### src/rtl/pwm_multi_if.sv
// Control/status bundle for pwm_multi: staged configuration in, PWM outputs and status out.
// The master drives configuration; the slave (the PWM block) drives the outputs.
interface pwm_multi_if #(
   parameter int WIDTH = 8,
   parameter int N_CH  = 4
);
   logic                    enable;
   logic                    mode;
   logic [WIDTH-1:0]        period;
   logic [N_CH*WIDTH-1:0]   duty;
   logic                    load;
   logic [N_CH-1:0]         pwm_o;
   logic                    period_done;
   logic                    load_pending;

   modport master (
      output enable, mode, period, duty, load,
      input  pwm_o, period_done, load_pending
   );

   modport slave (
      input  enable, mode, period, duty, load,
      output pwm_o, period_done, load_pending
   );
endinterface

### src/rtl/pwm_multi.sv
// Multi-channel PWM generator sharing one period counter, with edge or centre alignment.
// Period, mode and duty are double-buffered and only switch over at a period boundary.
module pwm_multi #(
   parameter int WIDTH = 8,
   parameter int N_CH  = 4
) (
   input  logic       clk,
   input  logic       rst,
   pwm_multi_if.slave bus
);
   typedef enum logic {DIR_UP, DIR_DOWN} dir_t;

   localparam logic [WIDTH-1:0] ONE = {{(WIDTH-1){1'b0}}, 1'b1};

   logic [WIDTH-1:0]      cnt;
   logic [WIDTH-1:0]      cnt_next;
   dir_t                  dir;
   dir_t                  dir_next;

   logic [WIDTH-1:0]      act_top;
   logic                  act_mode;
   logic [N_CH*WIDTH-1:0] act_duty;
   logic [WIDTH-1:0]      stg_top;
   logic                  stg_mode;
   logic [N_CH*WIDTH-1:0] stg_duty;
   logic                  load_pending;

   logic                  centre;
   logic                  boundary;
   logic                  transfer;
   logic [N_CH-1:0]       raw;
   logic [N_CH-1:0]       pwm_q;
   logic                  period_done_q;

   // Centre mode needs TOP>=2 to have a distinct up and down leg; otherwise fall back to edge.
   always_comb begin
      centre   = act_mode && (act_top > ONE);
      boundary = !bus.enable || (centre ? ((dir == DIR_DOWN) && (cnt == ONE))
                                        : (cnt == act_top));
      transfer = boundary && (bus.load || load_pending);
   end

   always_comb begin
      cnt_next = cnt;
      dir_next = dir;
      if (!bus.enable || transfer) begin
         cnt_next = '0;
         dir_next = DIR_UP;
      end else if (!centre) begin
         cnt_next = (cnt == act_top) ? '0 : cnt + ONE;
         dir_next = DIR_UP;
      end else if (dir == DIR_UP) begin
         cnt_next = cnt + ONE;
         if (cnt == act_top - ONE) dir_next = DIR_DOWN;
      end else begin
         cnt_next = cnt - ONE;
         if (cnt == ONE) dir_next = DIR_UP;
      end
   end

   // The down leg uses <= so the high time is symmetric around cnt=0.
   always_comb begin
      raw = '0;
      for (int i = 0; i < N_CH; i++) begin
         if (centre && (dir == DIR_DOWN))
            raw[i] = (cnt <= act_duty[i*WIDTH +: WIDTH]);
         else
            raw[i] = (cnt < act_duty[i*WIDTH +: WIDTH]);
      end
   end

   always_ff @(posedge clk) begin
      if (rst) begin
         cnt           <= '0;
         dir           <= DIR_UP;
         pwm_q         <= '0;
         period_done_q <= 1'b0;
      end else begin
         cnt           <= cnt_next;
         dir           <= dir_next;
         pwm_q         <= bus.enable ? raw : '0;
         period_done_q <= bus.enable && boundary;
      end
   end

   // A load in the boundary cycle bypasses staging so load_pending never rises for it.
   always_ff @(posedge clk) begin
      if (rst) begin
         act_top      <= '1;
         act_mode     <= 1'b0;
         act_duty     <= '0;
         stg_top      <= '1;
         stg_mode     <= 1'b0;
         stg_duty     <= '0;
         load_pending <= 1'b0;
      end else begin
         if (bus.load) begin
            stg_top  <= bus.period;
            stg_mode <= bus.mode;
            stg_duty <= bus.duty;
         end
         if (transfer) begin
            act_top      <= bus.load ? bus.period : stg_top;
            act_mode     <= bus.load ? bus.mode   : stg_mode;
            act_duty     <= bus.load ? bus.duty   : stg_duty;
            load_pending <= 1'b0;
         end else if (bus.load) begin
            load_pending <= 1'b1;
         end
      end
   end

   assign bus.pwm_o        = pwm_q;
   assign bus.period_done  = period_done_q;
   assign bus.load_pending = load_pending;
endmodule

### src/flat_wrapper.sv
// flat-port wrapper written by rule: the top's interface ports become plain ports
module pwm_multi_flat 
#(
   parameter int WIDTH = 8,
   parameter int N_CH  = 4
)
  (clk, rst, bus_enable, bus_mode, bus_period, bus_duty, bus_load, bus_pwm_o, bus_period_done, bus_load_pending);
  pwm_multi_if #(.WIDTH(WIDTH), .N_CH(N_CH)) bus_i ();
  input  logic clk;
  input  logic rst;
  input wire logic [$bits(bus_i.enable)-1:0] bus_enable;
  input wire logic [$bits(bus_i.mode)-1:0] bus_mode;
  input wire logic [$bits(bus_i.period)-1:0] bus_period;
  input wire logic [$bits(bus_i.duty)-1:0] bus_duty;
  input wire logic [$bits(bus_i.load)-1:0] bus_load;
  output wire logic [$bits(bus_i.pwm_o)-1:0] bus_pwm_o;
  output wire logic [$bits(bus_i.period_done)-1:0] bus_period_done;
  output wire logic [$bits(bus_i.load_pending)-1:0] bus_load_pending;
  assign bus_i.enable = bus_enable;
  assign bus_i.mode = bus_mode;
  assign bus_i.period = bus_period;
  assign bus_i.duty = bus_duty;
  assign bus_i.load = bus_load;
  assign bus_pwm_o = bus_i.pwm_o;
  assign bus_period_done = bus_i.period_done;
  assign bus_load_pending = bus_i.load_pending;
  pwm_multi #(.WIDTH(WIDTH), .N_CH(N_CH)) u_core (.clk(clk), .rst(rst), .bus(bus_i));
endmodule
### config.mk
export PLATFORM = sky130hd
export DESIGN_NAME = pwm_multi_flat
export DESIGN_NICKNAME = d
export VERILOG_FILES = /design/src/rtl/pwm_multi_if.sv /design/src/rtl/pwm_multi.sv /design/src/flat_wrapper.sv
export SDC_FILE = /design/constraint.sdc
export NUM_CORES = 1
export LEC_CHECK = 0
export ABC_AREA = 1
export CAP_MARGIN = 10
export CELL_PAD_IN_SITES_DETAIL_PLACEMENT = 0
export CELL_PAD_IN_SITES_GLOBAL_PLACEMENT = 1
export CORE_ASPECT_RATIO = 1.1
export CORE_UTILIZATION = 45
export CTS_CLUSTER_SIZE = 30
export DETAILED_ROUTE_END_ITERATION = 8
export PLACE_DENSITY_LB_ADDON = 0.1
export SYNTH_ARGS = -nofsm -noshare
export SYNTH_HDL_FRONTEND = slang
export SYNTH_SLANG_ARGS = --single-unit
export TNS_END_PERCENT = 10
### constraint.sdc
create_clock -name clk -period 5.1 [get_ports clk]
set_input_delay 1.02 -clock clk [delete_from_list [all_inputs] [get_ports clk]]
set_output_delay 1.02 -clock clk [all_outputs]
set_load 0.01 [all_outputs]
==> results of run 1 <==
-- synth_stat cells --
| cell type | n |
|---|---|
| clkbuf_1 | 10 |
| buf_12 | 2 |
| o21a_1 | 1 |
| and3_1 | 1 |
| inv_2 | 7 |
| o21ai_0 | 13 |
| a211oi_1 | 1 |
| nand2_4 | 1 |
| inv_1 | 52 |
| a21oi_1 | 45 |
| nand2_2 | 4 |
| mux2i_1 | 33 |
| buf_2 | 10 |
| and2_1 | 1 |
| dfxtp_1 | 97 |
| nor2_2 | 3 |
| o31ai_1 | 1 |
| nand3b_1 | 1 |
| o211ai_1 | 4 |
| nor2_4 | 1 |
| or2_2 | 2 |
| ha_1 | 37 |
| buf_1 | 4 |
| xor2_1 | 9 |
| a21oi_2 | 9 |
| a21o_1 | 1 |
| xnor2_1 | 2 |
| nand4_1 | 8 |
| buf_6 | 8 |
| nand2_1 | 139 |
| nand3_1 | 79 |
| nor2_1 | 100 |
| nand3_4 | 2 |
| nor3_1 | 3 |
| buf_4 | 1 |
| inv_4 | 1 |
-- per-stage QoR --
stage               cells  hold slack (ns)  total power [mW]  util [%]  area [µm²]
floorplan             693            0.424              1.04         -        5220
CTS                   876            0.456              1.76      53.8        5980
global placement      860            0.434              1.11      51.3        5700
detailed placement    860            0.441              1.11      51.3        5700
global route          876            0.484              1.84      53.8        5980
finish                876            0.454              1.74      53.8        5980
-- cell families after synthesis --
| kind of cell | Yosys count | synth area share, % |
|---|---|---|
| xor gates and xnor gates | 11 | 1.85 |
| and+or+nand+nor | 345 | 28.6 |
| AOI/OAI and AO/OA | 75 | 8.22 |
| DFF | 97 | 37.2 |
| adders and majority gates | 37 | 8.87 |
| muxes | 33 | 6.33 |
| buffers and inverters | 95 | 8.96 |
-- area by class of cell --
cell class | instances | area, µm²
clock buffers | 9 | 225
clock inverters | 7 | 53.8
fillers | 1089 | 5130
inverters | 60 | 228
multi-input cells | 501 | 2810
flip-flops and latches | 97 | 1940
well taps | 147 | 184
repair buffers | 55 | 533
-- power by group --
part | switching (mW) | total [mW] | internal, mW
logic | 0.149 | 0.266 | 0.117
clock network | 0.311 | 0.647 | 0.336
registers | 0.0251 | 0.830 | 0.805
total | 0.485 | 1.74 | 1.26
-- state kept, by name (all words and copies together) (netlist names) --
| signal | cells |
|---|---|
| u_core.stg_top | 8 |
| u_core.bus.pwm_o | 4 |
| u_core.stg_mode | 1 |
| u_core.bus.load_pending | 1 |
| u_core.act_duty | 32 |
| u_core.stg_duty | 32 |
| u_core.act_mode | 1 |
| u_core.bus.period_done | 1 |
| u_core.dir | 1 |
| u_core.act_top | 8 |
| u_core.cnt | 8 |
-- layer usage --
metal  GRT usage, %  routed length [µm]
met5              0                   0
met4           7.32                 183
met3           3.85                 454
met2           33.6                5220
met1           28.3                5890
-- path summary, 6_finish.rpt --
| path | from | endpoint | slack, ns |
|---|---|---|---|
| worst min-delay path | u_core.stg_top[0] | u_core.stg_top[0] | 0.45 |
| worst max-delay path | u_core.cnt[5] | u_core.cnt[6] | 2.10 |
| worst min register to register | u_core.stg_top[0] | u_core.stg_top[0] | 0.45 |
| worst max register to register | u_core.cnt[5] | u_core.cnt[6] | 2.10 |
-- worst max-delay path: stages, from the launching register on --
cell     delay (ns)
dfxtp_1        0.74
nand2_1        0.15
nand2_1        0.11
nand2_1        0.06
nor2_2         0.16
nand3_4        0.12
nand3_4        0.07
buf_4          0.62
nand2_1        0.50
nand2_1        0.27
nor2_1         0.07
==> results.py, run 1 <==
metrics = {
    "status": {
        "status": "finished, final reports clean",
    },
    "timing": {
        "tns_ns": 0,
        "fin_crit_sh_pct": 58.8,
        "finalMaxSlewViolations": 0,
        "tightest_slew_ns": 0.844,
        "relSlewSlack_pct": 43.7,
        "finalCriticalPeriod_ns": 3.00,
        "final.setup_skew_ns": 0.00780,
        "hold_violations": 0,
        "finalSetupViolCount": 0,
        "rsz0062_at_grt": "no",
        "fin_ws_ns": 2.10,
        "fmax_mhz": 333,
    },
    "drt": {
        "wirelength_mm": 11.8,
        "routedWlPerCell_um": 13.4,
        "drt-pass1-iter-count": 4,
        "ant_nets": 0,
        "drt_iter0_drc": 193,
        "vias": 4417,
        "vias_per_cell": 5.04,
        "drc_errors": 0,
    },
    "cells_and_area": {
        "drive_above_1_share_pct": 7.13,
        "final_common_cell": "nand2_1",
        "synthToLayoutAreaGrowth_pct": 14.5,
        "finalNetCount": 806,
        "num_antenna_cells": 0,
        "most-common-layout-cells": "nand2_1, nor2_1, dfxtp_1",
    },
    "die": {
        "die_w_um": 105,
        "start_util_pct": 47.0,
        "num_rows": 40,
        "dieArea_mm2": 0.0120,
        "core_mm2": 0.0111,
        "ios": 51,
        "die_h_um": 115,
    },
    "clock_network": {
        "clk_pin_slew_worst_paths_ns": 0.07,
        "cts-hold-fix-buffers": 0,
        "cts_resized": 0,
        "cts_root_buffer": "clkbuf_16",
        "cts_tree": "done",
        "post_cts_buffers": 0,
        "htree_levels": 3,
        "clockBufferDepth": 2,
        "clock_latency_ns": 0.35,
        "cts_made_buffers": 9,
        "clock_sinks": 97,
    },
    "global_routing": {
        "grt_max_degree": 76,
        "grt_pass1_wl_mm": 20.2,
        "grt_usage_pct": 20.9,
        "grt_overflow": 0,
        "antenna_found_initial": 0,
        "grt_pass1_vias": 4200,
    },
    "worst_setup_path": {
        "worstPathArrival_ns": 3.24,
        "worst-setup-path-type": "reg -> reg",
        "r2r_cells": 10,
        "endpoint_kind": "flop",
        "worstPathMaxFanout": 75,
        "start_kind": "flop",
        "worstPathRequired_ns": 5.34,
    },
    "logic_synthesis": {
        "syn_nets": 775,
        "yosysTopAreaCell": "dfxtp_1",
        "synth_seq_area_share_pct": 37.2,
        "netlist_area_mm2": 0.00522,
        "syn-mean-instance-area_um2": 7.53,
        "synth-seq-cells": 97,
        "synth_area_leaders": "dfxtp_1, nand2_1, ha_1",
        "syn_inst": 693,
        "yosysWarnings": 0,
        "yosys.area.top_type_share_pct": 37.2,
        "yosysUniqueCellTypes": 36,
    },
    "place": {
        "gp_congestion": 0.876,
        "port_buffers": 50,
        "pre_cts_ws_ns": 1.92,
        "dp_hpwl_mm": 8.24,
    },
    "min_path": {
        "hp-class": "reg -> reg",
        "min_path_cells": 2,
    },
    "pwr": {
        "p_leak_nw": 2.74,
        "peakVddDrop_uv": 185,
        "power_density_mw_per_mm2": 292,
    },
    "job": {
        "drv_cap": 0,
    },
}
Power figures use the tool's default switching activity.
==> run 2: changes to the inputs <==
--- a/config.mk
+++ b/config.mk
@@ -10,7 +10,7 @@
 export CELL_PAD_IN_SITES_DETAIL_PLACEMENT = 0
 export CELL_PAD_IN_SITES_GLOBAL_PLACEMENT = 1
 export CORE_ASPECT_RATIO = 1.1
-export CORE_UTILIZATION = 45
+export CORE_UTILIZATION = 38
 export CTS_CLUSTER_SIZE = 30
 export DETAILED_ROUTE_END_ITERATION = 8
 export PLACE_DENSITY_LB_ADDON = 0.1
==> constraint.sdc (replaced) <==
create_clock -name clk -period 2.7 [get_ports clk]
set_input_delay 0.54 -clock clk [delete_from_list [all_inputs] [get_ports clk]]
set_output_delay 0.54 -clock clk [all_outputs]
set_load 0.01 [all_outputs]
==> results.py, run 2 (synthesis gave the netlist of run 1 again) <==
metrics = {
    "status": {
        "status": "finished, final reports clean",
    },
    "clock_network": {
        "clock_sinks": 97,
        "cts-hold-fix-buffers": 0,
        "cts_made_buffers": 9,
        "clk_pin_slew_worst_paths_ns": 0.06,
        "clock_latency_ns": 0.35,
        "htree_levels": 3,
        "clockBufferDepth": 2,
        "cts_tree": "done",
        "cts_resized": 0,
        "cts_root_buffer": "clkbuf_16",
        "post_cts_buffers": 0,
    },
    "global_routing": {
        "antenna_found_initial": 0,
        "grt_max_degree": 69,
        "grt_overflow": 0,
        "grt_usage_pct": 19.2,
        "grt_pass1_vias": 4285,
        "grt_pass1_wl_mm": 21.2,
    },
    "drt": {
        "drt_iter0_drc": 175,
        "vias_per_cell": 4.78,
        "ant_nets": 0,
        "wirelength_mm": 12.5,
        "routedWlPerCell_um": 13.7,
        "drt-pass1-iter-count": 4,
        "drc_errors": 0,
        "vias": 4382,
    },
    "pwr": {
        "switching_share_pct": 25.5,
        "peakVddDrop_uv": 330,
        "p_leak_nw": 2.78,
        "pwr-share-seq_pct": 45.9,
        "internal-power_mw": 2.55,
        "p_comb_share_pct": 15.0,
        "power_density_mw_per_mm2": 560,
        "p_switching_mw": 0.870,
        "clkPwrFrac_pct": 39.1,
    },
    "worst_setup_path": {
        "worstPathArrival_ns": 2.41,
        "worstPathMaxFanout": 12,
        "endpoint_kind": "flop",
        "start_kind": "flop",
        "worstPathRequired_ns": 2.98,
        "r2r_setup_slack_ns": 0.57,
        "worst-setup-path-type": "reg -> reg",
    },
    "cells_and_area": {
        "finalNetCount": 812,
        "most-common-layout-cells": "nand2_1, nor2_1, dfxtp_1",
        "num_antenna_cells": 0,
        "drive_above_1_share_pct": 7.37,
        "fin_area_mm2": 0.00610,
        "synthToLayoutAreaGrowth_pct": 16.9,
        "reg.largest.list": "u_core.act_duty: 32 flops, u_core.stg_duty: 32 flops",
        "final_common_cell": "nand2_1",
    },
    "die": {
        "start_util_pct": 39.2,
        "ios": 51,
        "num_rows": 44,
        "core_mm2": 0.0133,
        "dieArea_mm2": 0.0142,
        "die_w_um": 114,
        "die_h_um": 125,
    },
    "timing": {
        "finalSetupViolCount": 0,
        "fmax_mhz": 468,
        "tns_ns": 0,
        "final.setup_skew_ns": 0.0101,
        "finalCriticalPeriod_ns": 2.13,
        "relSlewSlack_pct": 56.9,
        "rsz0062_at_grt": "no",
        "finalMaxSlewViolations": 0,
        "fin_crit_sh_pct": 79.1,
        "tightest_slew_ns": 0.646,
        "hold_violations": 0,
    },
    "job": {
        "drv_cap": 0,
    },
    "place": {
        "placed_cell_area_mm2": 0.00580,
        "gp_congestion": 0.846,
        "dp_hpwl_mm": 9.30,
        "port_buffers": 50,
    },
    "min_path": {
        "hp-class": "reg -> reg",
    },
}
run 2: worst paths after layout:
path	cells after the start	endpoint	startpoint
max	11	u_core.cnt[1]	u_core.act_top[0]
min	2	u_core.stg_top[6]	u_core.stg_top[6]
max reg2reg	11	u_core.cnt[1]	u_core.act_top[0]
min reg2reg	2	u_core.stg_top[6]	u_core.stg_top[6]
run 2: critical path, cell delays in order, from the launching register on:
cell	delay [ns]
dfxtp_1	0.38
inv_1	0.09
ha_1	0.26
nor2_1	0.10
nor2_1	0.06
nand2_2	0.10
nand2_4	0.10
nand3_4	0.14
nand3_4	0.13
nand2_1	0.37
nand3_1	0.22
nor2_1	0.13
run 2: routing by layer:
layer | track usage (%) | wire length (µm)
met5 | 0 | 0
met4 | 6.58 | 175
met3 | 3.75 | 430
met2 | 29.7 | 5550
met1 | 26.4 | 6370
run 2: cell type report:
type	count	area (µm²)
clock buffers	11	233
clock inverters	3	67.6
fillers	1410	7220
inverters	60	228
multi-input cells	501	2810
flip-flops and latches	97	1940
well taps	184	230
repair buffers	61	591
run 2: stage by stage:
step | utilization [%] | instances | hold slack [ns] | setup WS [ns] | power (mW)
floorplan | - | 693 | 0.424 | 0.988 | 1.96
global placement | 43.5 | 903 | 0.435 | 0.647 | 2.11
detailed placement | 43.5 | 903 | 0.441 | 0.564 | 2.12
CTS | 45.8 | 917 | 0.457 | 0.553 | 3.46
global route | 45.8 | 917 | 0.485 | 0.271 | 3.60
finish | 45.8 | 917 | 0.451 | 0.565 | 3.42
run 2: power groups by stage:
stage	Combinational, mW	Sequential, mW	Clock [mW]
2_1_floorplan	0.366	1.59	0
3_3_place_gp	0.510	1.60	0
3_5_place_dp	0.516	1.60	0
4_1_cts	0.519	1.57	1.37
5_1_grt	0.590	1.58	1.43
6_report	0.512	1.57	1.34
==> run 3: changes to the inputs <==
--- a/config.mk
+++ b/config.mk
@@ -10,7 +10,7 @@
 export CELL_PAD_IN_SITES_DETAIL_PLACEMENT = 0
 export CELL_PAD_IN_SITES_GLOBAL_PLACEMENT = 1
 export CORE_ASPECT_RATIO = 1.1
-export CORE_UTILIZATION = 38
+export CORE_UTILIZATION = 42
 export CTS_CLUSTER_SIZE = 30
 export DETAILED_ROUTE_END_ITERATION = 8
 export PLACE_DENSITY_LB_ADDON = 0.1
==> constraint.sdc (replaced) <==
create_clock -name clk -period 2.2 [get_ports clk]
set_input_delay 0.44 -clock clk [delete_from_list [all_inputs] [get_ports clk]]
set_output_delay 0.44 -clock clk [all_outputs]
set_load 0.01 [all_outputs]
==> results.py, run 3 (synthesis gave the netlist of run 1 again) <==
metrics = {
    "status": {
        "status": "finished, final reports clean",
    },
    "worst_setup_path": {
        "start_kind": "flop",
        "worstPathRequired_ns": 2.48,
        "r2r_cells": 11,
        "worstPathArrival_ns": 2.21,
        "worst-setup-path-type": "reg -> reg",
        "worstPathMaxFanout": 12,
        "endpoint_kind": "flop",
    },
    "drt": {
        "vias_per_cell": 4.95,
        "vias": 4442,
        "wl_met3_um": 288,
        "drt-pass1-iter-count": 5,
        "drt_iter0_drc": 168,
        "dr.max_layer_used": "met4",
        "ant_nets": 0,
        "wirelength_mm": 11.9,
        "met2_length_mm": 5.33,
        "routedWlPerCell_um": 13.3,
        "drt-met1-wl_mm": 6.04,
        "drc_errors": 0,
    },
    "timing": {
        "fin_crit_sh_pct": 87.7,
        "finalMaxSlewViolations": 0,
        "tns_ns": 0,
        "relSlewSlack_pct": 59.6,
        "fin_ws_ns": 0.271,
        "tightest_slew_ns": 0.606,
        "hold_violations": 0,
        "finalCriticalPeriod_ns": 1.93,
        "fmax_mhz": 518,
        "rsz0062_at_grt": "no",
        "final.setup_skew_ns": 0.00675,
        "finalSetupViolCount": 0,
    },
    "cells_and_area": {
        "reg.largest.list": "u_core.act_duty: 32 flops, u_core.stg_duty: 32 flops",
        "final_common_cell": "nand2_1",
        "most-common-layout-cells": "nand2_1, nor2_1, dfxtp_1",
        "synthToLayoutAreaGrowth_pct": 17.2,
        "drive_above_1_share_pct": 8.87,
        "final-instance-count-excl-fill": 898,
        "num_antenna_cells": 0,
        "finalNetCount": 821,
    },
    "die": {
        "start_util_pct": 43.2,
        "die_h_um": 119,
        "ios": 51,
        "dieArea_mm2": 0.0129,
        "die_w_um": 108,
        "core_mm2": 0.0121,
        "num_rows": 42,
    },
    "clock_network": {
        "clockBufferDepth": 2,
        "clk_pin_slew_worst_paths_ns": 0.07,
        "clock_latency_ns": 0.35,
        "clock_sinks": 97,
        "htree_levels": 3,
        "cts_made_buffers": 9,
        "cts_tree": "done",
        "cts-hold-fix-buffers": 0,
        "cts_root_buffer": "clkbuf_16",
    },
    "global_routing": {
        "grt_pass1_vias": 4206,
        "grt_pass1_wl_mm": 19.9,
        "grt_usage_pct": 19.9,
        "grt_max_degree": 54,
        "antenna_found_initial": 0,
        "grt_overflow": 0,
    },
    "min_path": {
        "hp-class": "reg -> reg",
        "min_path_cells": 2,
    },
    "place": {
        "pre_cts_ws_ns": 0.124,
        "dp_hpwl_mm": 9.01,
        "dp_cells": 882,
        "port_buffers": 50,
        "gp_congestion": 0.845,
    },
    "pwr": {
        "power_density_mw_per_mm2": 656,
        "finalPower_mw": 4.01,
        "p_leak_nw": 2.82,
        "peakVddDrop_uv": 450,
    },
    "job": {
        "drv_cap": 0,
    },
}
[run 3: cell types whose count changed in the layout (fill, tap and decap cells not counted), sizes merged]
cell	before	now
bufinv	2	0
clkbuf	11	12
clkinv	0	2
buf	12	21
inv	60	61
[run 3: path summary, 6_finish.rpt]
kind,start,to,slack (ns)
worst max-delay path,u_core.act_top[0],u_core.cnt[6],0.27
worst min-delay path,u_core.stg_top[2],u_core.stg_top[2],0.45
worst max register to register,u_core.act_top[0],u_core.cnt[6],0.27
worst min register to register,u_core.stg_top[2],u_core.stg_top[2],0.45
[run 3: area by class of cell]
class                           instances  area (µm²)
Fill cell                            1243        5970
Multi-Input combinational cell        501        2810
Tap cell                              154         193
Clock buffer                           12         246
Inverter                               60         228
Sequential cell                        97        1940
Timing Repair Buffer                   70         671
Clock inverter                          4        26.3
[run 3: worst max-delay path: stages, from the launching register on]
cell and delay (ns):
dfxtp_1 0.37, inv_1 0.09, ha_1 0.26, nor2_1 0.10, nor2_1 0.06, nand2_2 0.10
nand2_4 0.10, nand3_4 0.12, nand3_4 0.11, nand2_2 0.24, nand2_1 0.16, nor2_1 0.14
[run 3: power by group]
part	switching [mW]	internal [mW]	total [mW]
Sequential	0.0568	1.87	1.92
Clock	0.665	0.798	1.46
Combinational	0.346	0.280	0.626
Total	1.07	2.95	4.01
[run 3: layer usage]
metal	vias up	GRT usage, %
met5	-	0
met2	57	31.2
met4	0	8.78
met3	17	2.96
li1	2357	-
met1	2011	26.8
[run 3: per-stage QoR]
stage	utilization (%)	hold slack (ns)	instance area [µm²]
finish	50.6	0.452	6120
global route	50.6	0.483	6120
floorplan	-	0.424	5220
detailed placement	48.3	0.440	5840
CTS	50.6	0.456	6120
global placement	48.3	0.434	5840
[run 3: repair_timing]
item                                   in CTS  in global routing
endpoints found under the hold margin       0                  0
buffers inserted                            0                  0
gates resized for setup                     0                  1
setup endpoints to repair                   0                  7
